===== config.mk =====
export PLATFORM = sky130hd
export DESIGN_NAME = multicycle_ctrl_flat
export DESIGN_NICKNAME = d
export VERILOG_FILES = /design/src/rtl/Imm_pkg.sv /design/src/rtl/ctrl_pkg.sv /design/src/rtl/multicycle_ctrl_if.sv /design/src/rtl/multicycle_ctrl_alu_decoder.sv /design/src/rtl/multicycle_ctrl.sv /design/src/flat_wrapper.sv
export SDC_FILE = /design/constraint.sdc
export NUM_CORES = 1
export LEC_CHECK = 0
export BUFFER_PORTS_ARGS = -buffer_cell sky130_fd_sc_hd__buf_4
export CORE_MARGIN = 10
export CORE_UTILIZATION = 25
export CTS_CLUSTER_DIAMETER = 100
export CTS_CLUSTER_SIZE = 10
export DETAILED_ROUTE_END_ITERATION = 6
export PLACE_DENSITY = 0.55
export SKIP_CTS_REPAIR_TIMING = 1
export SLEW_MARGIN = 20
export SYNTH_ARGS = -nofsm -noshare
export SYNTH_HDL_FRONTEND = slang
export SYNTH_SLANG_ARGS = --single-unit
export TNS_END_PERCENT = 1

===== constraint.sdc =====
create_clock -name clk -period 1.8 [get_ports clk]
set_clock_uncertainty 0.1 [all_clocks]
set_input_delay 0.18 -clock clk [delete_from_list [all_inputs] [get_ports clk]]
set_output_delay 0.18 -clock clk [all_outputs]
set_load 0.01 [all_outputs]

===== src/rtl/Imm_pkg.sv =====
// Immediate-format encodings shared by the controller and the immediate extender.
package Imm_pkg;

    localparam int unsigned IMM_SRC_W = 3;

    typedef logic [IMM_SRC_W-1:0] imm_src_t;

    localparam imm_src_t IMM_TypeI = 3'b000;
    localparam imm_src_t IMM_TypeS = 3'b001;
    localparam imm_src_t IMM_TypeB = 3'b010;
    localparam imm_src_t IMM_TypeU = 3'b011;
    localparam imm_src_t IMM_TypeJ = 3'b100;

endpackage


===== src/rtl/ctrl_pkg.sv =====
// State encoding, opcodes and datapath select encodings for the multicycle control unit.
package ctrl_pkg;

    localparam int unsigned OP_W   = 7;
    localparam int unsigned SEL_W  = 2;
    localparam int unsigned ALUC_W = 3;

    typedef enum logic [3:0] {
        S_FETCH, S_DECODE, S_MEMADR, S_MEMREAD, S_MEMWB, S_MEMWRITE,
        S_EXECR, S_EXECI, S_ALUWB, S_BRANCH, S_JAL, S_JALR, S_LINK,
        S_LUI, S_AUIPC
    } state_t;

    localparam logic [OP_W-1:0] OP_LOAD   = 7'b0000011;
    localparam logic [OP_W-1:0] OP_STORE  = 7'b0100011;
    localparam logic [OP_W-1:0] OP_RTYPE  = 7'b0110011;
    localparam logic [OP_W-1:0] OP_ITYPE  = 7'b0010011;
    localparam logic [OP_W-1:0] OP_BRANCH = 7'b1100011;
    localparam logic [OP_W-1:0] OP_JAL    = 7'b1101111;
    localparam logic [OP_W-1:0] OP_JALR   = 7'b1100111;
    localparam logic [OP_W-1:0] OP_LUI    = 7'b0110111;
    localparam logic [OP_W-1:0] OP_AUIPC  = 7'b0010111;

    localparam logic [SEL_W-1:0] ALUOP_ADD   = 2'b00;
    localparam logic [SEL_W-1:0] ALUOP_SUB   = 2'b01;
    localparam logic [SEL_W-1:0] ALUOP_FUNCT = 2'b10;

    localparam logic [SEL_W-1:0] RES_ALUOUT    = 2'b00;
    localparam logic [SEL_W-1:0] RES_DATA      = 2'b01;
    localparam logic [SEL_W-1:0] RES_ALURESULT = 2'b10;

    localparam logic [SEL_W-1:0] SRCA_PC    = 2'b00;
    localparam logic [SEL_W-1:0] SRCA_OLDPC = 2'b01;
    localparam logic [SEL_W-1:0] SRCA_RD1   = 2'b10;
    localparam logic [SEL_W-1:0] SRCA_ZERO  = 2'b11;

    localparam logic [SEL_W-1:0] SRCB_RD2  = 2'b00;
    localparam logic [SEL_W-1:0] SRCB_IMM  = 2'b01;
    localparam logic [SEL_W-1:0] SRCB_FOUR = 2'b10;

    localparam logic [ALUC_W-1:0] ALUC_ADD = 3'b000;
    localparam logic [ALUC_W-1:0] ALUC_SUB = 3'b001;
    localparam logic [ALUC_W-1:0] ALUC_AND = 3'b010;
    localparam logic [ALUC_W-1:0] ALUC_OR  = 3'b011;
    localparam logic [ALUC_W-1:0] ALUC_XOR = 3'b100;
    localparam logic [ALUC_W-1:0] ALUC_SLT = 3'b101;

endpackage


===== src/rtl/multicycle_ctrl_if.sv =====
// Instruction fields, status flags and datapath controls between controller and datapath.
interface multicycle_ctrl_if;
    import ctrl_pkg::*;
    import Imm_pkg::*;

    logic [OP_W-1:0]   op;
    logic [2:0]        funct3;
    logic              funct7b5;
    logic              zero;
    logic              mem_ready;

    logic              PCWrite;
    logic              AdrSrc;
    logic              MemWrite;
    logic              IRWrite;
    logic              RegWrite;
    logic [SEL_W-1:0]  ResultSrc;
    logic [SEL_W-1:0]  ALUSrcA;
    logic [SEL_W-1:0]  ALUSrcB;
    logic [ALUC_W-1:0] ALUControl;
    imm_src_t          ImmSrc;
    logic              illegal;

    modport master (
        input  op, funct3, funct7b5, zero, mem_ready,
        output PCWrite, AdrSrc, MemWrite, IRWrite, RegWrite, ResultSrc,
               ALUSrcA, ALUSrcB, ALUControl, ImmSrc, illegal
    );

    modport slave (
        output op, funct3, funct7b5, zero, mem_ready,
        input  PCWrite, AdrSrc, MemWrite, IRWrite, RegWrite, ResultSrc,
               ALUSrcA, ALUSrcB, ALUControl, ImmSrc, illegal
    );

endinterface


===== src/rtl/multicycle_ctrl_alu_decoder.sv =====
// Maps the controller's ALUOp plus instruction funct bits to an ALU operation code.
module alu_decoder
    import ctrl_pkg::*;
(
    input  logic [SEL_W-1:0]  alu_op,
    input  logic [2:0]        funct3,
    input  logic              op5,
    input  logic              funct7b5,
    output logic [ALUC_W-1:0] alu_control
);

    always_comb begin
        alu_control = ALUC_ADD;
        unique case (alu_op)
            ALUOP_SUB: alu_control = ALUC_SUB;
            ALUOP_FUNCT: begin
                unique case (funct3)
                    3'b000:  alu_control = (op5 && funct7b5) ? ALUC_SUB : ALUC_ADD;
                    3'b010:  alu_control = ALUC_SLT;
                    3'b100:  alu_control = ALUC_XOR;
                    3'b110:  alu_control = ALUC_OR;
                    3'b111:  alu_control = ALUC_AND;
                    default: alu_control = ALUC_ADD;
                endcase
            end
            default: alu_control = ALUC_ADD;
        endcase
    end

endmodule


===== src/rtl/multicycle_ctrl.sv =====
// Moore control FSM for the multicycle RV32I core: sequences each instruction and
// drives all datapath selects/enables; ImmSrc and ALUControl decode from IR fields.
module multicycle_ctrl
    import ctrl_pkg::*;
    import Imm_pkg::*;
(
    input  logic                clk,
    input  logic                rst_n,
    multicycle_ctrl_if.master   bus
);

    state_t            state, state_next;
    logic [SEL_W-1:0]  alu_op;
    logic [ALUC_W-1:0] alu_control;

    always_ff @(posedge clk or negedge rst_n) begin
        if (!rst_n) state <= S_FETCH;
        else        state <= state_next;
    end

    always_comb begin
        state_next = state;
        unique case (state)
            S_FETCH:    if (bus.mem_ready) state_next = S_DECODE;
            S_DECODE: begin
                unique case (bus.op)
                    OP_LOAD, OP_STORE: state_next = S_MEMADR;
                    OP_RTYPE:          state_next = S_EXECR;
                    OP_ITYPE:          state_next = S_EXECI;
                    OP_BRANCH:         state_next = S_BRANCH;
                    OP_JAL:            state_next = S_JAL;
                    OP_JALR:           state_next = S_JALR;
                    OP_LUI:            state_next = S_LUI;
                    OP_AUIPC:          state_next = S_AUIPC;
                    default:           state_next = S_FETCH;
                endcase
            end
            S_MEMADR:   state_next = bus.op[5] ? S_MEMWRITE : S_MEMREAD;
            S_MEMREAD:  if (bus.mem_ready) state_next = S_MEMWB;
            S_MEMWRITE: if (bus.mem_ready) state_next = S_FETCH;
            S_EXECR, S_EXECI, S_JAL, S_LUI, S_AUIPC, S_LINK: state_next = S_ALUWB;
            S_JALR:     state_next = S_LINK;
            default:    state_next = S_FETCH;
        endcase
    end

    // Moore outputs; FETCH enables are gated by rst_n so nothing writes while reset is held.
    always_comb begin
        bus.PCWrite   = 1'b0;
        bus.AdrSrc    = 1'b0;
        bus.MemWrite  = 1'b0;
        bus.IRWrite   = 1'b0;
        bus.RegWrite  = 1'b0;
        bus.ResultSrc = RES_ALUOUT;
        bus.ALUSrcA   = SRCA_PC;
        bus.ALUSrcB   = SRCB_RD2;
        bus.illegal   = 1'b0;
        alu_op        = ALUOP_ADD;
        unique case (state)
            S_FETCH: begin
                bus.ALUSrcB   = SRCB_FOUR;
                bus.ResultSrc = RES_ALURESULT;
                bus.IRWrite   = bus.mem_ready && rst_n;
                bus.PCWrite   = bus.mem_ready && rst_n;
            end
            S_DECODE: begin
                bus.ALUSrcA = SRCA_OLDPC;
                bus.ALUSrcB = SRCB_IMM;
                unique case (bus.op)
                    OP_LOAD, OP_STORE, OP_RTYPE, OP_ITYPE, OP_BRANCH,
                    OP_JAL, OP_JALR, OP_LUI, OP_AUIPC: bus.illegal = 1'b0;
                    default:                           bus.illegal = 1'b1;
                endcase
            end
            S_MEMADR: begin
                bus.ALUSrcA = SRCA_RD1;
                bus.ALUSrcB = SRCB_IMM;
            end
            S_MEMREAD:  bus.AdrSrc = 1'b1;
            S_MEMWB: begin
                bus.ResultSrc = RES_DATA;
                bus.RegWrite  = 1'b1;
            end
            S_MEMWRITE: begin
                bus.AdrSrc   = 1'b1;
                bus.MemWrite = 1'b1;
            end
            S_EXECR: begin
                bus.ALUSrcA = SRCA_RD1;
                bus.ALUSrcB = SRCB_RD2;
                alu_op      = ALUOP_FUNCT;
            end
            S_EXECI: begin
                bus.ALUSrcA = SRCA_RD1;
                bus.ALUSrcB = SRCB_IMM;
                alu_op      = ALUOP_FUNCT;
            end
            S_ALUWB:    bus.RegWrite = 1'b1;
            S_BRANCH: begin
                bus.ALUSrcA = SRCA_RD1;
                alu_op      = ALUOP_SUB;
                bus.PCWrite = bus.zero ^ bus.funct3[0];
            end
            S_JAL: begin
                bus.ALUSrcA = SRCA_OLDPC;
                bus.ALUSrcB = SRCB_FOUR;
                bus.PCWrite = 1'b1;
            end
            S_JALR: begin
                bus.ALUSrcA   = SRCA_RD1;
                bus.ALUSrcB   = SRCB_IMM;
                bus.ResultSrc = RES_ALURESULT;
                bus.PCWrite   = 1'b1;
            end
            S_LINK: begin
                bus.ALUSrcA = SRCA_OLDPC;
                bus.ALUSrcB = SRCB_FOUR;
            end
            S_LUI: begin
                bus.ALUSrcA = SRCA_ZERO;
                bus.ALUSrcB = SRCB_IMM;
            end
            S_AUIPC: begin
                bus.ALUSrcA = SRCA_OLDPC;
                bus.ALUSrcB = SRCB_IMM;
            end
            default: ;
        endcase
    end

    always_comb begin
        unique case (bus.op)
            OP_LOAD, OP_ITYPE, OP_JALR: bus.ImmSrc = IMM_TypeI;
            OP_STORE:                   bus.ImmSrc = IMM_TypeS;
            OP_BRANCH:                  bus.ImmSrc = IMM_TypeB;
            OP_LUI, OP_AUIPC:           bus.ImmSrc = IMM_TypeU;
            OP_JAL:                     bus.ImmSrc = IMM_TypeJ;
            default:                    bus.ImmSrc = IMM_TypeI;
        endcase
    end

    alu_decoder u_alu_decoder (
        .alu_op      (alu_op),
        .funct3      (bus.funct3),
        .op5         (bus.op[5]),
        .funct7b5    (bus.funct7b5),
        .alu_control (alu_control)
    );

    assign bus.ALUControl = alu_control;

endmodule

===== src/flat_wrapper.sv =====
// flat-port wrapper written by rule: the top's interface ports become plain ports
module multicycle_ctrl_flat import ctrl_pkg::*; import Imm_pkg::*;
  (clk, rst_n, bus_op, bus_funct3, bus_funct7b5, bus_zero, bus_mem_ready, bus_PCWrite, bus_AdrSrc, bus_MemWrite, bus_IRWrite, bus_RegWrite, bus_ResultSrc, bus_ALUSrcA, bus_ALUSrcB, bus_ALUControl, bus_ImmSrc, bus_illegal);
  multicycle_ctrl_if bus_i ();
  input  logic clk;
  input  logic rst_n;
  input wire logic [$bits(bus_i.op)-1:0] bus_op;
  input wire logic [$bits(bus_i.funct3)-1:0] bus_funct3;
  input wire logic [$bits(bus_i.funct7b5)-1:0] bus_funct7b5;
  input wire logic [$bits(bus_i.zero)-1:0] bus_zero;
  input wire logic [$bits(bus_i.mem_ready)-1:0] bus_mem_ready;
  output wire logic [$bits(bus_i.PCWrite)-1:0] bus_PCWrite;
  output wire logic [$bits(bus_i.AdrSrc)-1:0] bus_AdrSrc;
  output wire logic [$bits(bus_i.MemWrite)-1:0] bus_MemWrite;
  output wire logic [$bits(bus_i.IRWrite)-1:0] bus_IRWrite;
  output wire logic [$bits(bus_i.RegWrite)-1:0] bus_RegWrite;
  output wire logic [$bits(bus_i.ResultSrc)-1:0] bus_ResultSrc;
  output wire logic [$bits(bus_i.ALUSrcA)-1:0] bus_ALUSrcA;
  output wire logic [$bits(bus_i.ALUSrcB)-1:0] bus_ALUSrcB;
  output wire logic [$bits(bus_i.ALUControl)-1:0] bus_ALUControl;
  output wire logic [$bits(bus_i.ImmSrc)-1:0] bus_ImmSrc;
  output wire logic [$bits(bus_i.illegal)-1:0] bus_illegal;
  assign bus_i.op = bus_op;
  assign bus_i.funct3 = bus_funct3;
  assign bus_i.funct7b5 = bus_funct7b5;
  assign bus_i.zero = bus_zero;
  assign bus_i.mem_ready = bus_mem_ready;
  assign bus_PCWrite = bus_i.PCWrite;
  assign bus_AdrSrc = bus_i.AdrSrc;
  assign bus_MemWrite = bus_i.MemWrite;
  assign bus_IRWrite = bus_i.IRWrite;
  assign bus_RegWrite = bus_i.RegWrite;
  assign bus_ResultSrc = bus_i.ResultSrc;
  assign bus_ALUSrcA = bus_i.ALUSrcA;
  assign bus_ALUSrcB = bus_i.ALUSrcB;
  assign bus_ALUControl = bus_i.ALUControl;
  assign bus_ImmSrc = bus_i.ImmSrc;
  assign bus_illegal = bus_i.illegal;
  multicycle_ctrl u_core (.clk(clk), .rst_n(rst_n), .bus(bus_i));
endmodule

Word level (Yosys, flattened, before mapping) --
Index checks and enable logic that the tools add are counted.
Storage, ports and cells: output and inout bits 18, flip-flop bits (word level) 4, logic and storage cells 73, input port bits 15
Operators by class: reduce and logical (&&, ||, !) cells 18, muxes and demuxes 21, eq/ne operators 32, bitwise logic cells 1
Operator list (number):
- $pmux W4 S8 | 1
- $eq A4 B4 Y1 const B | 7
- $pmux W4 S7 | 1
- $eq A7 B6 Y1 const B | 3
- $eq A7 B7 Y1 const B | 3
- $eq A4 B3 Y1 const B | 4
- $pmux W3 S5 | 1
- $eq A7 B5 Y1 const B | 2
- $reduce_or A2 Y1 | 7
- $mux W4 | 3
- $pmux W2 S2 | 3
- $pmux W3 S4 | 1
- $reduce_or A6 Y1 | 2
- $eq A3 B3 Y1 const B | 3
- $reduce_or A9 Y1 | 1
- $eq A4 B2 Y1 const B | 2
- $eq A7 B2 Y1 const B | 1
- $mux W1 | 7
- $ne A2 B2 Y1 const B | 3
- $pmux W2 S3 | 1
- $pmux W3 S2 | 1
- $reduce_or A5 Y1 | 1
- $eq A4 B1 Y1 const B | 1
- $logic_not A4 Y1 | 1
- 11 further kinds | 12

Longest topological paths before layout --
Gate-level depths: netlist of the first run.
depth after elaboration 5, depth in mapped cells 7, mapped depth without buffers 7

Cells and area by module --
Synthesis of the first run repeated with hierarchy kept, for this count alone.
Unflattened totals: cells, all modules 102, area total of the unflattened synthesis 737.0 sq um
Modules (own cells, without submodules):
- multicycle_ctrl | times used 1, area an instance 638.1 sq um, cells an instance 90
- alu_decoder | times used 1, area an instance 98.8 sq um, cells an instance 12

Least setup slack after synthesis of the first run --
OpenSTA, ideal clock, no wires.
path kind register -> output, start register u_core.state[2], end output port bus_ALUControl[2], path buffers 1, data required time 1520 ps, path slack -129 ps, cell stages (with the launch flop) 6, arrival 1649 ps, cell sequence dfrtp_1 -> buf_2 -> and2b_1 -> and2_1 -> ha_1 -> nor4b_1
Between the ends: longest elaborated chain between the ends 5
Ends and longest elaborated chain:
- start, declared | line multicycle_ctrl.sv:12 | state_t state, state_next;
- start signal, assigned | line multicycle_ctrl.sv:18 | else state <= state_next;
- $eq A4 B3 Y1 | line multicycle_ctrl.sv:59 | unique case (state)
- $reduce_or A2 Y1 (no source line)
- $pmux W2 S2 * | line multicycle_ctrl.sv:59
- $eq A2 B2 Y1 or $eq A2 B1 Y1 (tied branches) | line multicycle_ctrl_alu_decoder.sv:14 | unique case (alu_op)
- $pmux W3 S2 * | line multicycle_ctrl_alu_decoder.sv:14
- end, declared | line flat_wrapper.sv:20 | output wire logic [$bits(bus_i.ALUControl)-1:0] bus_ALUControl;
Mark *: on every way between the ends. The rest lies on a longest branch, timed or not.

Worst setup path in the final report of the first run --
start register u_core.state[3], end output port bus_ALUControl[2]
The elaborated chain is that of the path after synthesis.

==> results of run 1 <==
## cells in the final DEF, fill, tap and decap left out, drive strengths merged, types with 3 or more instances in the layout
cell and count:
buf 42, nor2 14, a21oi 9, nand2 8, inv 6, nand2b 5, nor3 5, dfrtp 4
and2 4, nor2b 4, nand3 3, o21ai 3, a31oi 3, clkbuf 3, nand3b 3
## how the worst max path moves through the flow
stage | start | endpoint | depth (start not counted)
final | u_core.state[3]$_DFFE_PN0P_ | bus_ALUControl[2] | 5
after global routing | u_core.state[3]$_DFFE_PN0P_ | bus_ALUControl[2] | 5
after CTS | u_core.state[3]$_DFFE_PN0P_ | bus_ALUControl[2] | 5
after detailed placement | u_core.state[3]$_DFFE_PN0P_ | bus_ALUControl[2] | 5
after global placement | u_core.state[3]$_DFFE_PN0P_ | bus_ALUControl[2] | 5
after floorplan | u_core.state[2]$_DFFE_PN0P_ | bus_ALUControl[2] | 5
## through the flow
| step | setup slack [ns] | instance area, µm² | TNS [ns] | power (W) |
|---|---|---|---|---|
| floorplan | 0.0187 | 828 | 0 | 0.000276 |
| global placement | 0.0434 | 1120 | 0 | 0.000397 |
| detailed placement | -0.00571 | 1120 | -0.00571 | 0.000400 |
| CTS | -0.261 | 1140 | -0.760 | 0.000517 |
| global route | -0.192 | 1180 | -1.10 | 0.000562 |
| finish | -0.131 | 1180 | -0.319 | 0.000515 |
## worst max-delay path, delay by kind of cell (launching register included)
kind / cells / cell delay (ns)
buffers and inverters: 1 / 0.16
adders and majority gates: 1 / 0.22
DFF: 1 / 0.40
and+or+nand+nor: 3 / 0.64
## area by class of cell
| cell class | instances | area share |
|---|---|---|
| multi-input cells | 92 | 0.553 |
| clock buffers | 3 | 0.0190 |
| repair buffers | 43 | 0.278 |
| inverters | 6 | 0.0190 |
| well taps | 44 | 0.0465 |
| flip-flops and latches | 4 | 0.0845 |
## logic make-up after synthesis
kind of cell	count (synthesis)	share of synthesized area
compound gates	28	0.243
xor+xnor	3	0.0323
fa+ha+maj	2	0.0308
buf+inv	15	0.120
flops	4	0.123
mux	2	0.0262
simple gates	57	0.425
## metal layers
metal / track usage / vias to the layer above / routed length [µm] / part of all wire
li1: - / 470 / - / -
met1: 0.0976 / 443 / 1150 / 0.44
met2: 0.146 / 16 / 1390 / 0.52
met3: 0.0221 / 0 / 103 / 0.039
met4: 0.0438 / 0 / 0 / 0
met5: 0 / - / 0 / 0
## report_power, final
| part | switching (W) | total [W] | leakage [nW] | internal, W |
|---|---|---|---|---|
| Combinational | 0.000153 | 0.000299 | 0.490 | 0.000147 |
| Clock | 0.0000361 | 0.000111 | 0.0138 | 0.0000745 |
| Sequential | 0.00000825 | 0.000105 | 0.0541 | 0.0000969 |
| Total | 0.000197 | 0.000515 | 0.558 | 0.000318 |
==> flow_metrics.env, run 1 <==
export IMPL_drc_errors=0
export IMPL_place_gp_congestion=0.787
export IMPL_overflow=0
export IMPL_synth_top_cell_area_share=0.123
export IMPL_h_tree_depth=1
export IMPL_synth_common_cells="nor2_1 (13), a21oi_1 (9), nand2_1 (8), inv_1 (5), nand2b_1 (5)"
export IMPL_yosys_most_used_dff="dfrtp_1"
export IMPL_hold_depth=3
export IMPL_die_y_um=77.0
export IMPL_violations="negative setup slack"
export IMPL_yosysWarningCount=0
export IMPL_layout_drive_gt1_share=0.419
export IMPL_max_cap_violations=0
export IMPL_hold_viol_final=0
export IMPL_drt_pass1_iter_count=4
export IMPL_grt_max_degree=18
export IMPL_p_per_area_nw_per_um2=435
export IMPL_largest_reg_flops=4
export IMPL_die_area_um2=5930
export IMPL_nNetsFinal=167
export IMPL_fin_crit_sh=1.07
export IMPL_ff2ff_setup_slack_ns=0.32
export IMPL_worst_slack_ns=-0.131
export IMPL_setup_viol_count_final=4
export IMPL_p_leak_nw=0.558
export IMPL_io_pins=33
export IMPL_min_to="u_core.state[1]$_DFFE_PN0P_"
export IMPL_clkTransAtPathRegs_ns=0.03
export IMPL_slew_violations=0
export IMPL_stdcell_count=192
export IMPL_cts_buffer_depth=2
export IMPL_grt_pass1_vias=941
export IMPL_tightest_slew_ns=0.292
export IMPL_syn_area_um2=813
export IMPL_register_area_um2=100
export IMPL_cts_buffers=3
export IMPL_ys_seq_elements=4
export IMPL_antenna_found_initial=0
export IMPL_rr_worst_depth=5
export IMPL_synthCells=111
export IMPL_synth_cell_types=47
export IMPL_synth_largest_area_cell="dfrtp_1"
export IMPL_clockRootBuffer="clkbuf_4"
export IMPL_fill_cells=332
export IMPL_cp_start_kind="flip-flop"
export IMPL_reg_top3="u_core.state (4)"
export IMPL_drtIter0Drc=51
export IMPL_vias=929
export IMPL_timing_rr_end="u_core.state[2]$_DFFE_PN0P_"
export IMPL_critical_path_class="reg2out"
export IMPL_via_per_inst=4.84
export IMPL_top_register="u_core.state"
export IMPL_ir_drop_uv=148
export IMPL_grt_pass1_wl_mm=4.28
export IMPL_hpwl_mm=2.18
export IMPL_cts_tree="done"
export IMPL_finalCriticalPeriod_ns=1.93
export IMPL_fmax_mhz=518
export IMPL_synth_edf_count=0
export IMPL_multi_input_area_um2=656
export IMPL_hold_class="in2reg"
export IMPL_antenna_left=0
export IMPL_hold_start="bus_op[0]"
export IMPL_clk_latency_ns=0.24
export IMPL_cts_sinks=4
export IMPL_async_flop_share=1.00
export IMPL_synth_most_common_cell="nor2_1"
export IMPL_synth_area_per_cell_um2=7.33
export IMPL_rsz0062_at_grt="true"
export IMPL_row_count=20
export IMPL_die_x_um=77.0
export IMPL_status="finished, violations left"
export IMPL_start_util=0.264
export IMPL_path_max_fanout=4
export IMPL_wl_per_cell_um=13.8
export IMPL_path_cells="and2b_1 -> and2_4 -> ha_4 -> nor4b_4 -> buf_4"
export IMPL_required_ns=1.52
export IMPL_relSlewSlack=0.804
export IMPL_whs_ns=0.196
export IMPL_cp_arrival_ns=1.65
export IMPL_max_stage_delay_ns=0.40
export IMPL_utilization=0.385
export IMPL_ys_seq_area_frac=0.123
export IMPL_netlist_top_cells_area="dfrtp_1 (12%), nor2_1 (6.0%), a21oi_1 (5.5%), buf_6 (5.5%), nand2b_1 (3.8%)"
export IMPL_track_usage=0.0863
export IMPL_core_area_um2=3080
export IMPL_routed_wl_mm=2.64
export IMPL_rr_startpoint="u_core.state[0]$_DFFE_PN0P_"
export IMPL_diodes=0
export IMPL_syn_num_nets=128
export IMPL_port_buffers=32
export IMPL_slowest_stage="dfrtp_1"
export IMPL_area_growth_pct=45.7
export IMPL_dp_cells=187
export IMPL_crit_path_end_kind="output pin"
(Power assumes the default switching activity.)
==> run 2, diff against run 1 <==
--- a/config.mk
+++ b/config.mk
@@ -5,13 +5,13 @@
 export SDC_FILE = /design/constraint.sdc
 export NUM_CORES = 1
 export LEC_CHECK = 0
-export BUFFER_PORTS_ARGS = -buffer_cell sky130_fd_sc_hd__buf_4
 export CORE_MARGIN = 10
 export CORE_UTILIZATION = 25
 export CTS_CLUSTER_DIAMETER = 100
 export CTS_CLUSTER_SIZE = 10
 export DETAILED_ROUTE_END_ITERATION = 6
-export PLACE_DENSITY = 0.55
+export DONT_BUFFER_PORTS = 1
+export PLACE_DENSITY = 0.46
 export SKIP_CTS_REPAIR_TIMING = 1
 export SLEW_MARGIN = 20
 export SYNTH_ARGS = -nofsm -noshare
==> flow_metrics.env, run 2 (synthesis results as in run 1) <==
export IMPL_status="finished, violations left"
export IMPL_violations="negative setup slack"
export IMPL_core_area_um2=3080
export IMPL_clk_latency_ns=0.24
export IMPL_cp_start_kind="flip-flop"
export IMPL_grt_max_degree=14
export IMPL_largest_reg_flops=4
export IMPL_fin_crit_sh=1.01
export IMPL_max_stage_delay_ns=0.36
export IMPL_wl_per_cell_um=14.7
export IMPL_grt_pass1_vias=756
export IMPL_fill_cells=361
export IMPL_row_count=20
export IMPL_drtIter0Drc=84
export IMPL_power_total_w=0.000466
export IMPL_tightest_slew_ns=0.368
export IMPL_die_area_um2=5930
export IMPL_top_register="u_core.state"
export IMPL_p_per_area_nw_per_um2=467
export IMPL_io_pins=33
export IMPL_p_leak_nw=0.409
export IMPL_h_tree_depth=1
export IMPL_crit_path_end_kind="output pin"
export IMPL_setup_viol_count_final=2
export IMPL_rsz0062_at_grt="true"
export IMPL_required_ns=1.52
export IMPL_nNetsFinal=138
export IMPL_routed_wl_mm=2.40
export IMPL_cts_buffer_depth=2
export IMPL_place_gp_congestion=0.753
export IMPL_ir_drop_uv=156
export IMPL_max_cap_violations=0
export IMPL_layout_drive_gt1_share=0.336
export IMPL_hold_viol_final=0
export IMPL_die_y_um=77.0
export IMPL_area_growth_pct=22.9
export IMPL_cp_arrival_ns=1.55
export IMPL_setup_tns_ns=-0.0295
export IMPL_pre_cts_slack_ns=0.109
export IMPL_hpwl_mm=1.97
export IMPL_drt_pass1_iter_count=4
export IMPL_clockRootBuffer="clkbuf_4"
export IMPL_slowest_stage="dfrtp_1"
export IMPL_die_x_um=77.0
export IMPL_via_per_inst=5.00
export IMPL_antenna_left=0
export IMPL_overflow=0
export IMPL_clkTransAtPathRegs_ns=0.03
export IMPL_grt_pass1_wl_mm=3.71
export IMPL_port_buffers=0
export IMPL_relSlewSlack=0.753
export IMPL_utilization=0.325
export IMPL_track_usage=0.0758
export IMPL_critical_path_class="reg2out"
export IMPL_vias=815
export IMPL_final_cell_mix="nor2_1 (11), buf_4 (11), a21oi_1 (8)"
export IMPL_worst_slack_ns=-0.0254
export IMPL_start_util=0.264
export IMPL_slew_violations=0
export IMPL_cts_tree="done"
export IMPL_antenna_found_initial=0
export IMPL_path_cells="inv_2 -> nor2_1 -> nand2_2 -> ha_4 -> nor4b_4"
export IMPL_fmax_mhz=548
export IMPL_cts_buffers=3
export IMPL_finalCriticalPeriod_ns=1.83
export IMPL_diodes=0
export IMPL_cts_sinks=4
export IMPL_hold_class="in2reg"
export IMPL_drc_errors=0
export IMPL_reg_top3="u_core.state (4)"
export IMPL_path_max_fanout=6
## run 2: cell types whose count changed in the layout (fill, tap and decap cells not counted), sizes merged
cell,delta
buf,-29
## run 2: metrics by stage
stage          area (µm²)  std cells  hold slack, ns
2_1_floorplan         828        111          -0.216
3_5_place_dp          898        158          -0.215
3_3_place_gp          898        158          -0.215
4_1_cts               921        161          -0.476
6_report             1000        163          0.0576
5_1_grt              1000        163          0.0632
## run 2: layer usage
| metal | track usage | routed length, µm | vias up |
|---|---|---|---|
| li1 | - | - | 412 |
| met1 | 0.0993 | 1090 | 364 |
| met2 | 0.108 | 1070 | 37 |
| met5 | 0 | 0 | - |
| met4 | 0.0383 | 26 | 0 |
| met3 | 0.0233 | 213 | 2 |
## run 2: worst paths after layout
path	startpoint	cells past startpoint	endpoint	slack (ns)
setup / recovery	u_core.state[3]$_DFFE_PN0P_	5	bus_ALUControl[2]	-0.03
hold / removal	bus_op[0]	2	u_core.state[1]$_DFFE_PN0P_	0.06
setup reg to reg	u_core.state[2]$_DFFE_PN0P_	5	u_core.state[2]$_DFFE_PN0P_	0.34
hold reg to reg	u_core.state[3]$_DFFE_PN0P_	2	u_core.state[0]$_DFFE_PN0P_	0.54
max in group asynchronous	rst_n	1	u_core.state[1]$_DFFE_PN0P_	1.28
min in group asynchronous	rst_n	1	u_core.state[0]$_DFFE_PN0P_	0.12
## run 2: area by class of cell
class | count | area (µm²) | area share
inverter | 6 | 22.5 | 0.0225
clock buffer | 3 | 22.5 | 0.0225
tap | 44 | 55.1 | 0.0551
multi-input combinational | 92 | 683 | 0.683
timing repair buffer | 14 | 115 | 0.115
sequential | 4 | 101 | 0.101
## run 2: power by group
part	internal, W	switching, W	leakage (nW)
combinational	0.000113	0.000132	0.343
sequential	0.0000970	0.0000103	0.0525
clock	0.0000747	0.0000390	0.0138
total	0.000285	0.000181	0.409
## run 2: worst max-delay path: cells and delay by family, from the launching register on
| kind | cells | cell delay (ns) |
|---|---|---|
| flip-flops | 1 | 0.36 |
| buffers and inverters | 1 | 0.08 |
| adder cells (fa/ha/maj) | 1 | 0.26 |
| AND/OR/NAND/NOR | 3 | 0.62 |
==> run 3, diff against run 2 <==
--- a/config.mk
+++ b/config.mk
@@ -13,7 +13,6 @@
 export DONT_BUFFER_PORTS = 1
 export PLACE_DENSITY = 0.46
 export SKIP_CTS_REPAIR_TIMING = 1
-export SLEW_MARGIN = 20
 export SYNTH_ARGS = -nofsm -noshare
 export SYNTH_HDL_FRONTEND = slang
 export SYNTH_SLANG_ARGS = --single-unit
==> constraint.sdc (replaced) <==
create_clock -name clk -period 2.29 [get_ports clk]
set_clock_uncertainty 0.1 [all_clocks]
set_input_delay 0.229 -clock clk [delete_from_list [all_inputs] [get_ports clk]]
set_output_delay 0.229 -clock clk [all_outputs]
set_load 0.01 [all_outputs]
==> flow_metrics.env, run 3 (synthesis results as in run 1) <==
export IMPL_max_cap_violations=0
export IMPL_cp_arrival_ns=1.85
export IMPL_tightest_slew_ns=0.420
export IMPL_via_per_inst=5.00
export IMPL_required_ns=1.96
export IMPL_die_area_um2=5930
export IMPL_diodes=0
export IMPL_die_x_um=77.0
export IMPL_start_util=0.264
export IMPL_port_buffers=0
export IMPL_reg_top3="u_core.state (4)"
export IMPL_hold_class="in2reg"
export IMPL_vias=775
export IMPL_cts_tree="done"
export IMPL_die_y_um=77.0
export IMPL_ir_drop_uv=97.6
export IMPL_drc_errors=0
export IMPL_path_max_fanout=5
export IMPL_crit_path_end_kind="output pin"
export IMPL_hold_depth=3
export IMPL_setup_tns_ns=0
export IMPL_mostFrequentLayoutCell="nor2_1"
export IMPL_rsz0062_at_grt="false"
export IMPL_clkTransAtPathRegs_ns=0.04
export IMPL_final_cell_mix="nor2_1 (13), a21oi_1 (9), nand2_1 (8)"
export IMPL_row_count=20
export IMPL_cp_start_kind="flip-flop"
export IMPL_grt_max_degree=19
export IMPL_cts_sinks=4
export IMPL_critPathTopFamily="simple AND/OR/NAND/NOR gates"
export IMPL_finalCriticalPeriod_ns=2.18
export IMPL_timing_rr_end="u_core.state[3]$_DFFE_PN0P_"
export IMPL_hpwl_mm=1.92
export IMPL_io_pins=33
export IMPL_critical_path_class="reg2out"
export IMPL_layout_drive_gt1_share=0.162
export IMPL_largest_reg_flops=4
export IMPL_fill_cells=364
export IMPL_max_stage_delay_ns=0.39
export IMPL_antenna_found_initial=0
export IMPL_utilization=0.280
export IMPL_cts_buffer_depth=2
export IMPL_top_register="u_core.state"
export IMPL_routed_wl_mm=2.37
export IMPL_clk_latency_ns=0.24
export IMPL_p_per_area_nw_per_um2=375
export IMPL_ff2ff_setup_slack_ns=0.72
export IMPL_fin_crit_sh=0.951
export IMPL_nNetsFinal=130
export IMPL_h_tree_depth=1
export IMPL_slew_violations=0
export IMPL_track_usage=0.0774
export IMPL_wl_per_cell_um=15.3
export IMPL_rr_startpoint="u_core.state[1]$_DFFE_PN0P_"
export IMPL_drt_pass1_iter_count=4
export IMPL_hold_start="bus_mem_ready"
export IMPL_status="completed"
export IMPL_p_leak_nw=0.362
export IMPL_drtIter0Drc=56
export IMPL_core_area_um2=3080
export IMPL_clockRootBuffer="clkbuf_4"
export IMPL_grt_pass1_wl_mm=3.86
export IMPL_place_gp_congestion=0.734
export IMPL_path_cells="and2b_1 -> and2_1 -> ha_1 -> nor4b_1 -> buf_4"
export IMPL_min_to="u_core.state[2]$_DFFE_PN0P_"
export IMPL_hold_viol_final=0
export IMPL_rr_worst_depth=4
export IMPL_cts_buffers=3
export IMPL_antenna_left=0
export IMPL_fmax_mhz=459
export IMPL_cp_buffers_inverters=1
export IMPL_relSlewSlack=0.717
export IMPL_slowest_stage="dfrtp_1"
export IMPL_setup_viol_count_final=0
export IMPL_grt_pass1_vias=764
export IMPL_overflow=0
export IMPL_area_growth_pct=6.15
## run 3: cell types whose count changed in the layout (fill, tap and decap cells not counted), sizes merged
cell  previous run  this run
buf             13         5
## run 3: tightest hold or removal path, cell delays in order
cell     delay, ns
nor2_1        0.03
nand3_1       0.08
a31oi_1       0.07
## run 3: metrics by stage
stage                     hold WS [ns]  total power, W  instance area (µm²)  setup WS (ns)  instances
after floorplan                 -0.167        0.000215                  813          0.312        111
after global placement          -0.166        0.000233                  831          0.415        151
after detailed placement        -0.166        0.000234                  831          0.368        151
after CTS                       -0.425        0.000328                  853          0.107        154
after global routing             0.129        0.000356                  863         0.0454        155
final                            0.118        0.000323                  863          0.111        155
## run 3: area by class of cell
cell class / count / area, µm² / area share
multi-input combinational: 92 / 616 / 0.713
sequential: 4 / 100 / 0.116
inverter: 6 / 22.5 / 0.0261
tap: 44 / 55.1 / 0.0638
clock buffer: 3 / 22.5 / 0.0261
timing repair buffer: 6 / 47.5 / 0.0551
## run 3: worst max-delay path by stage
| stage | startpoint | end | slack, ns | depth (start not counted) |
|---|---|---|---|---|
| CTS | u_core.state[3]$_DFFE_PN0P_ | bus_ALUControl[2] | 0.11 | 5 |
| global placement | u_core.state[3]$_DFFE_PN0P_ | bus_ALUControl[2] | 0.42 | 5 |
| global route | u_core.state[3]$_DFFE_PN0P_ | bus_ALUControl[2] | 0.05 | 5 |
| detailed placement | u_core.state[3]$_DFFE_PN0P_ | bus_ALUControl[2] | 0.37 | 5 |
| floorplan | u_core.state[2]$_DFFE_PN0P_ | bus_ALUControl[2] | 0.31 | 5 |
| finish | u_core.state[3]$_DFFE_PN0P_ | bus_ALUControl[2] | 0.11 | 5 |
## run 3: metal layers
metal	wire, µm	global-route usage	up-vias
met5	0	0	-
met4	28	0.0438	0
met3	159	0.0221	2
met2	1030	0.111	23
met1	1150	0.0999	351
li1	-	-	399
## run 3: power by group
| part | internal, W | total, W | switching, W |
|---|---|---|---|
| logic | 0.0000595 | 0.000153 | 0.0000930 |
| registers | 0.0000761 | 0.0000813 | 0.00000517 |
| clock network | 0.0000588 | 0.0000896 | 0.0000309 |
